[src/rtl/fetch_buffer_pkg.sv]
// Shared types for the fetch buffer: the queued (pc, instr) record and the
// depth used when the buffer is instantiated in the pipeline.
package fetch_buffer_pkg;

  typedef struct packed {
    logic [63:0] pc;
    logic [31:0] instr;
  } FETCH_ENTRY;

  localparam int FETCH_BUF_DEPTH = 4;

endpackage

[src/rtl/fetch_buffer.sv]
// Circular FIFO of fetched (pc, instr) pairs between programCounter and the
// decoder. A redirect flush empties it in one cycle; status is registered only.
module fetch_buffer
  import fetch_buffer_pkg::*;
#(
  parameter int DEPTH = FETCH_BUF_DEPTH
) (
  input  logic                     clk,
  input  logic                     rst,
  input  logic                     flush,
  input  logic                     in_valid,
  output logic                     in_ready,
  input  logic [63:0]              in_pc,
  input  logic [31:0]              in_instr,
  output logic                     out_valid,
  input  logic                     out_ready,
  output logic [63:0]              out_pc,
  output logic [31:0]              out_instr,
  output logic [$clog2(DEPTH):0]   count
);

  localparam int AW = $clog2(DEPTH);
  localparam int CW = AW + 1;

  FETCH_ENTRY          mem_q [DEPTH];
  logic [AW-1:0]       wr_ptr_q, wr_ptr_d;
  logic [AW-1:0]       rd_ptr_q, rd_ptr_d;
  logic [CW-1:0]       count_q,  count_d;
  logic                enq, deq;

  // Ready/valid come from the occupancy register alone, so no out_ready->in_ready path.
  assign in_ready  = (count_q != CW'(DEPTH));
  assign out_valid = (count_q != '0);
  assign enq       = in_valid && in_ready;
  assign deq       = out_valid && out_ready;

  assign out_pc    = mem_q[rd_ptr_q].pc;
  assign out_instr = mem_q[rd_ptr_q].instr;
  assign count     = count_q;

  always_comb begin
    wr_ptr_d = wr_ptr_q;
    rd_ptr_d = rd_ptr_q;
    count_d  = count_q;
    if (flush) begin
      wr_ptr_d = '0;
      rd_ptr_d = '0;
      count_d  = '0;
    end else begin
      if (enq) wr_ptr_d = wr_ptr_q + 1'b1;
      if (deq) rd_ptr_d = rd_ptr_q + 1'b1;
      if (enq && !deq)      count_d = count_q + CW'(1);
      else if (deq && !enq) count_d = count_q - CW'(1);
    end
  end

  always_ff @(posedge clk) begin
    if (rst) begin
      wr_ptr_q <= '0;
      rd_ptr_q <= '0;
      count_q  <= '0;
    end else begin
      wr_ptr_q <= wr_ptr_d;
      rd_ptr_q <= rd_ptr_d;
      count_q  <= count_d;
    end
  end

  // Storage is cleared on reset only; a flush leaves stale data behind the pointers.
  always_ff @(posedge clk) begin
    if (rst) begin
      for (int i = 0; i < DEPTH; i++) mem_q[i] <= '0;
    end else if (enq && !flush) begin
      mem_q[wr_ptr_q] <= '{pc: in_pc, instr: in_instr};
    end
  end

endmodule

[config.mk]
export PLATFORM = sky130hd
export DESIGN_NAME = fetch_buffer
export DESIGN_NICKNAME = d
export VERILOG_FILES = /design/src/rtl/fetch_buffer_pkg.sv /design/src/rtl/fetch_buffer.sv
export SDC_FILE = /design/constraint.sdc
export NUM_CORES = 1
export LEC_CHECK = 0
export BUFFER_PORTS_ARGS = -buffer_cell sky130_fd_sc_hd__buf_2
export CAP_MARGIN = 0
export CORE_ASPECT_RATIO = 0.9
export CORE_MARGIN = 2
export CORE_UTILIZATION = 40
export CTS_BUF_LIST = sky130_fd_sc_hd__clkbuf_16
export CTS_CLUSTER_DIAMETER = 80
export DETAILED_ROUTE_END_ITERATION = 8
export PLACE_DENSITY = 0.58
export REMOVE_ABC_BUFFERS = 1
export SYNTH_ARGS = -nofsm -noshare
export SYNTH_HDL_FRONTEND = slang
export SYNTH_SLANG_ARGS = --single-unit
[constraint.sdc]
create_clock -name clk -period 3.1 [get_ports clk]
set_input_delay 0.465 -clock clk [delete_from_list [all_inputs] [get_ports clk]]
set_output_delay 0.465 -clock clk [all_outputs]
set_load 0.01 [all_outputs]
After elaboration in Yosys (flattened, before gate mapping)

Memory sizes are Yosys's and may differ from the RTL's. A register that Yosys moved wholly into a read port is not among the register bits.
Index checks and enable logic that the tools add are counted.

Register bits: 7
Latch bits: 0
RAM bits: 384
Bits in read-only memories: 0
Output and inout bits: 101
Word-level logic and storage cells: 33
Memories: 1

Add/subtract/negate cells: 4
$mul: 0
Div/mod/pow operators: 0
$lt $le $gt $ge: 0
Equality and inequality tests: 1
Shift-type cells: 0
Multiplexer cells: 12
Bitwise logic cells: 0
Reduce and logical (&&, ||, !) cells: 12

Memories:

| memory | words | width | rd ports | clocked after Yosys merged registers in | wr ports | RTL line           | text |
|---|---|---|---|---|---|---|---|
| mem_q  | 4     | 96    | 1        | 1                                       | 4        | fetch_buffer.sv:25 | `FETCH_ENTRY mem_q [DEPTH];` |

Operator list:

| operator              | number |
|---|---|
| $mux W96              | 1 |
| $reduce_or A96 Y1     | 1 |
| $mux W1               | 6 |
| $mux W2               | 3 |
| $mux W3               | 2 |
| $logic_and A1 B1 Y1   | 5 |
| $add A2 B1 Y2 const B | 2 |
| $add A3 B1 Y3 const B | 1 |
| $logic_not A1 Y1      | 3 |
| $ne A3 B3 Y1 const B  | 1 |
| $reduce_bool A3 Y1    | 1 |
| $sub A3 B1 Y3 const B | 1 |
| $reduce_bool A2 Y1    | 1 |
| $reduce_or A2 Y1      | 1 |

Depth between registers and ports, before layout

Word-level depth: 8
Mapped depth: 8
Mapped depth without buffers: 8

Least setup slack after synthesis

Ideal clock, no wire load.

Kind: reg2reg
From: register count_q[0] (netlist: count[0])
To: memory mem_q[3][0] (netlist bit) (enable)
Data arrival time: 3.021 ns
Slack: -0.381 ns
Stages on the path, launching flop included: 4
Path buffers: 0
Path through: dfxtp_1 > nor3b_4 > nor2_1 > a41o_1

RTL lines:

| what                     | RTL line           | text |
|---|---|---|
| start: declaration       | fetch_buffer.sv:28 | `logic [CW-1:0] count_q, count_d;` |
| start signal: assignment | fetch_buffer.sv:65 | `count_q <= count_d;` |
| end: declaration         | fetch_buffer.sv:25 |  |

==> impl_metrics.ini <==
[cts]
h-tree-depth = 2
clk_pin_slew_ns = 0.05
hold_buffers = 0
root_buffer = clkbuf_16
numCtsBuffers = 44
cts_tree = yes
worstSkewPairLatency_ns = 0.55
ctsResizeCount = 0
cts.sinks = 393
cts_setup_buffers = 0
cts.path.max_buffers = 3

[worst_setup_path]
r2r_cells = 4
critPathRequiredTime_ns = 2.63
arrival_ns = 2.17
slowest_stage = mux4_2
slowest_delay_ns = 0.62
crit_path_cell_trace = buf_12, mux4_2, buf_2
r2r_start = count[2]$_SDFFE_PP0P_
crit_path_end_kind = primary output
cp_max_fo = 56
critPathLaunchType = flop
worstSetupPathType = reg -> out
r2r_slack_ns = 0.76
r2r-end = mem_q[3][40]$_DFFE_PP_

[run_status]
status = finished clean

[die]
dieArea_sq_um = 44000
core_sq_um = 41800
core.rowCount = 71
die_x_um = 221
die_h_um = 199
io_pins = 202
initial_core_util_pct = 40.6

[global_routing]
grt_max_degree = 97
grt-ovfl-total = 0
antenna_found_initial = 8
grt_pass1_vias = 9565
grtUsageTotal_pct = 17.3
grt_pass1_wl_mm = 57.4

[place]
port_buffers = 201
placed_area_sq_um = 18700
place.gp.congestion = 0.732
dp_hpwl_mm = 20.7

[routing]
wl_per_cell_um = 21.2
vias_per_cell = 5.02
drc_errors = 0
route.final.wire_length_mm = 37.3
ant_nets = 0
vias = 8840
drtIter0Drc = 472
firstDrtPassIters = 5

[pwr]
power.total_mw = 11.8
p_leak_nw = 7.53
ir_worst_vdd_uv = 346
power_density_nw_per_um2 = 589

[timing]
rsz0062_at_grt = false
setup-tns-final_ns = 0
min_period_ns = 2.64
relSlewSlack_pct = 58.0
skew_ns = 0.0121
finalSetupViolations = 0
final_hold_viol_count = 0
max_freq_mhz = 379
hold_ws_ns = 0.212
fin_crit_sh_pct = 85.1
worst_slew_pin_slew_ns = 0.630
slew_viol_final = 0

[flow_run]
cap_violations = 0

[cells_and_area]
layout.nets = 1284
syn2layout_area_growth_pct = 18.1
drive_gt1_share_pct = 31.3
fin_area_sq_um = 20000
fin_util_pct = 47.9

[hold_path]
hold_end = mem_q[0][36]$_SDFFCE_PN0P_
hold_class = in -> reg
min_path_cells = 2
holdCritStartpoint = in_pc[4]

[logic_synthesis]
netlist_instances = 977
yosysUniqueCellTypes = 29
syn_area_sq_um = 16900
ys_seq_elements = 393
yosys-top-cells-area = edfxtp_1, and2_1, mux4_2
synth_edf_count = 384
dominantRegCellSynth = edfxtp_1
synthArstFlopShare_pct = 0
ys_seq_area_share_pct = 69.2
synthTopCellsByCount = and2_1, edfxtp_1, mux4_2
yosysTopAreaCell = edfxtp_1
yosys_warnings = 0
synth_top_area_share_pct = 68.1
avgSynthCellArea_sq_um = 17.3
logic make-up (layout without fill, tap and decap cells):
| family | count (synthesis) | in the layout | synth area share, % |
|---|---|---|---|
| AO/OA/AOI/OAI | 9 | 9 | 0.332 |
| XOR/XNOR | 4 | 4 | 0.207 |
| adder cells (fa/ha/maj) | 2 | 2 | 0.192 |
| buffers and inverters | 67 | 303 | 2.04 |
| flip-flops | 393 | 393 | 69.2 |
| multiplexers | 97 | 97 | 12.8 |
| other | 0 | 2 | 0 |
| AND/OR/NAND/NOR | 405 | 405 | 15.2 |
registers in the layout, summed over array words and instances (netlist names), named ones only:
name / count
count: 3
wr_ptr_q: 2
mem_q: 384
rd_ptr_q: 2
critical path: cells and delay by family, from the launching register on:
family / cells / cell delay (ns)
multiplexers: 1 / 0.62
buffers and inverters: 2 / 0.56
flip-flops: 1 / 0.37
worst max path at each step:
stage | from | slack (ns) | to
after floorplan | flop | -2.06 | out_instr[0]
after global placement | rst | 0.65 | mem_q[2][76]$_SDFFCE_PN0P_
after detailed placement | rst | 0.63 | mem_q[2][13]$_SDFFCE_PN0P_
after CTS | flop | 0.38 | out_instr[1]
after global routing | flop | 0.32 | out_instr[1]
final | flop | 0.46 | out_instr[1]
stage by stage:
stage | setup slack, ns | instances
4_1_cts | 0.376 | 1760
5_1_grt | 0.323 | 1760
6_report | 0.461 | 1762
3_3_place_gp | 0.646 | 1682
3_5_place_dp | 0.632 | 1682
2_1_floorplan | -2.06 | 914
cell usage in the layout, fill, tap and decap left out, types with 4 or more instances in the layout:
cell type	count
buf_2	201
dfxtp_1	7
clkbuf_16	45
inv_1	17
mux4_2	96
and2_1	384
clkinv_1	14
buf_12	18
nor2_1	6
xor2_1	4
edfxtp_1	384
or3_1	4
routing by layer:
layer	global-route usage [%]	share of wire [%]	up-vias
li1	-	-	4046
met1	22.1	42	4522
met2	28.9	50	202
met3	5.09	6.0	58
met4	4.47	1.8	12
met5	0	0.20	-
where the power goes:
part | switching (mW) | internal [mW]
Combinational | 0.502 | 0.402
Sequential | 0.0714 | 6.09
Clock | 2.03 | 2.69
area by class of cell:
cell class / instances / area, sq um
well taps: 547 / 684
inverters: 4 / 15.0
clock inverters: 33 / 168
diodes: 2 / 5.00
fillers: 3634 / 21800
flip-flops and latches: 393 / 11700
repair buffers: 221 / 1380
clock buffers: 45 / 1130
multi-input cells: 517 / 4900
Note: power is estimated with default switching activity, not from simulation.
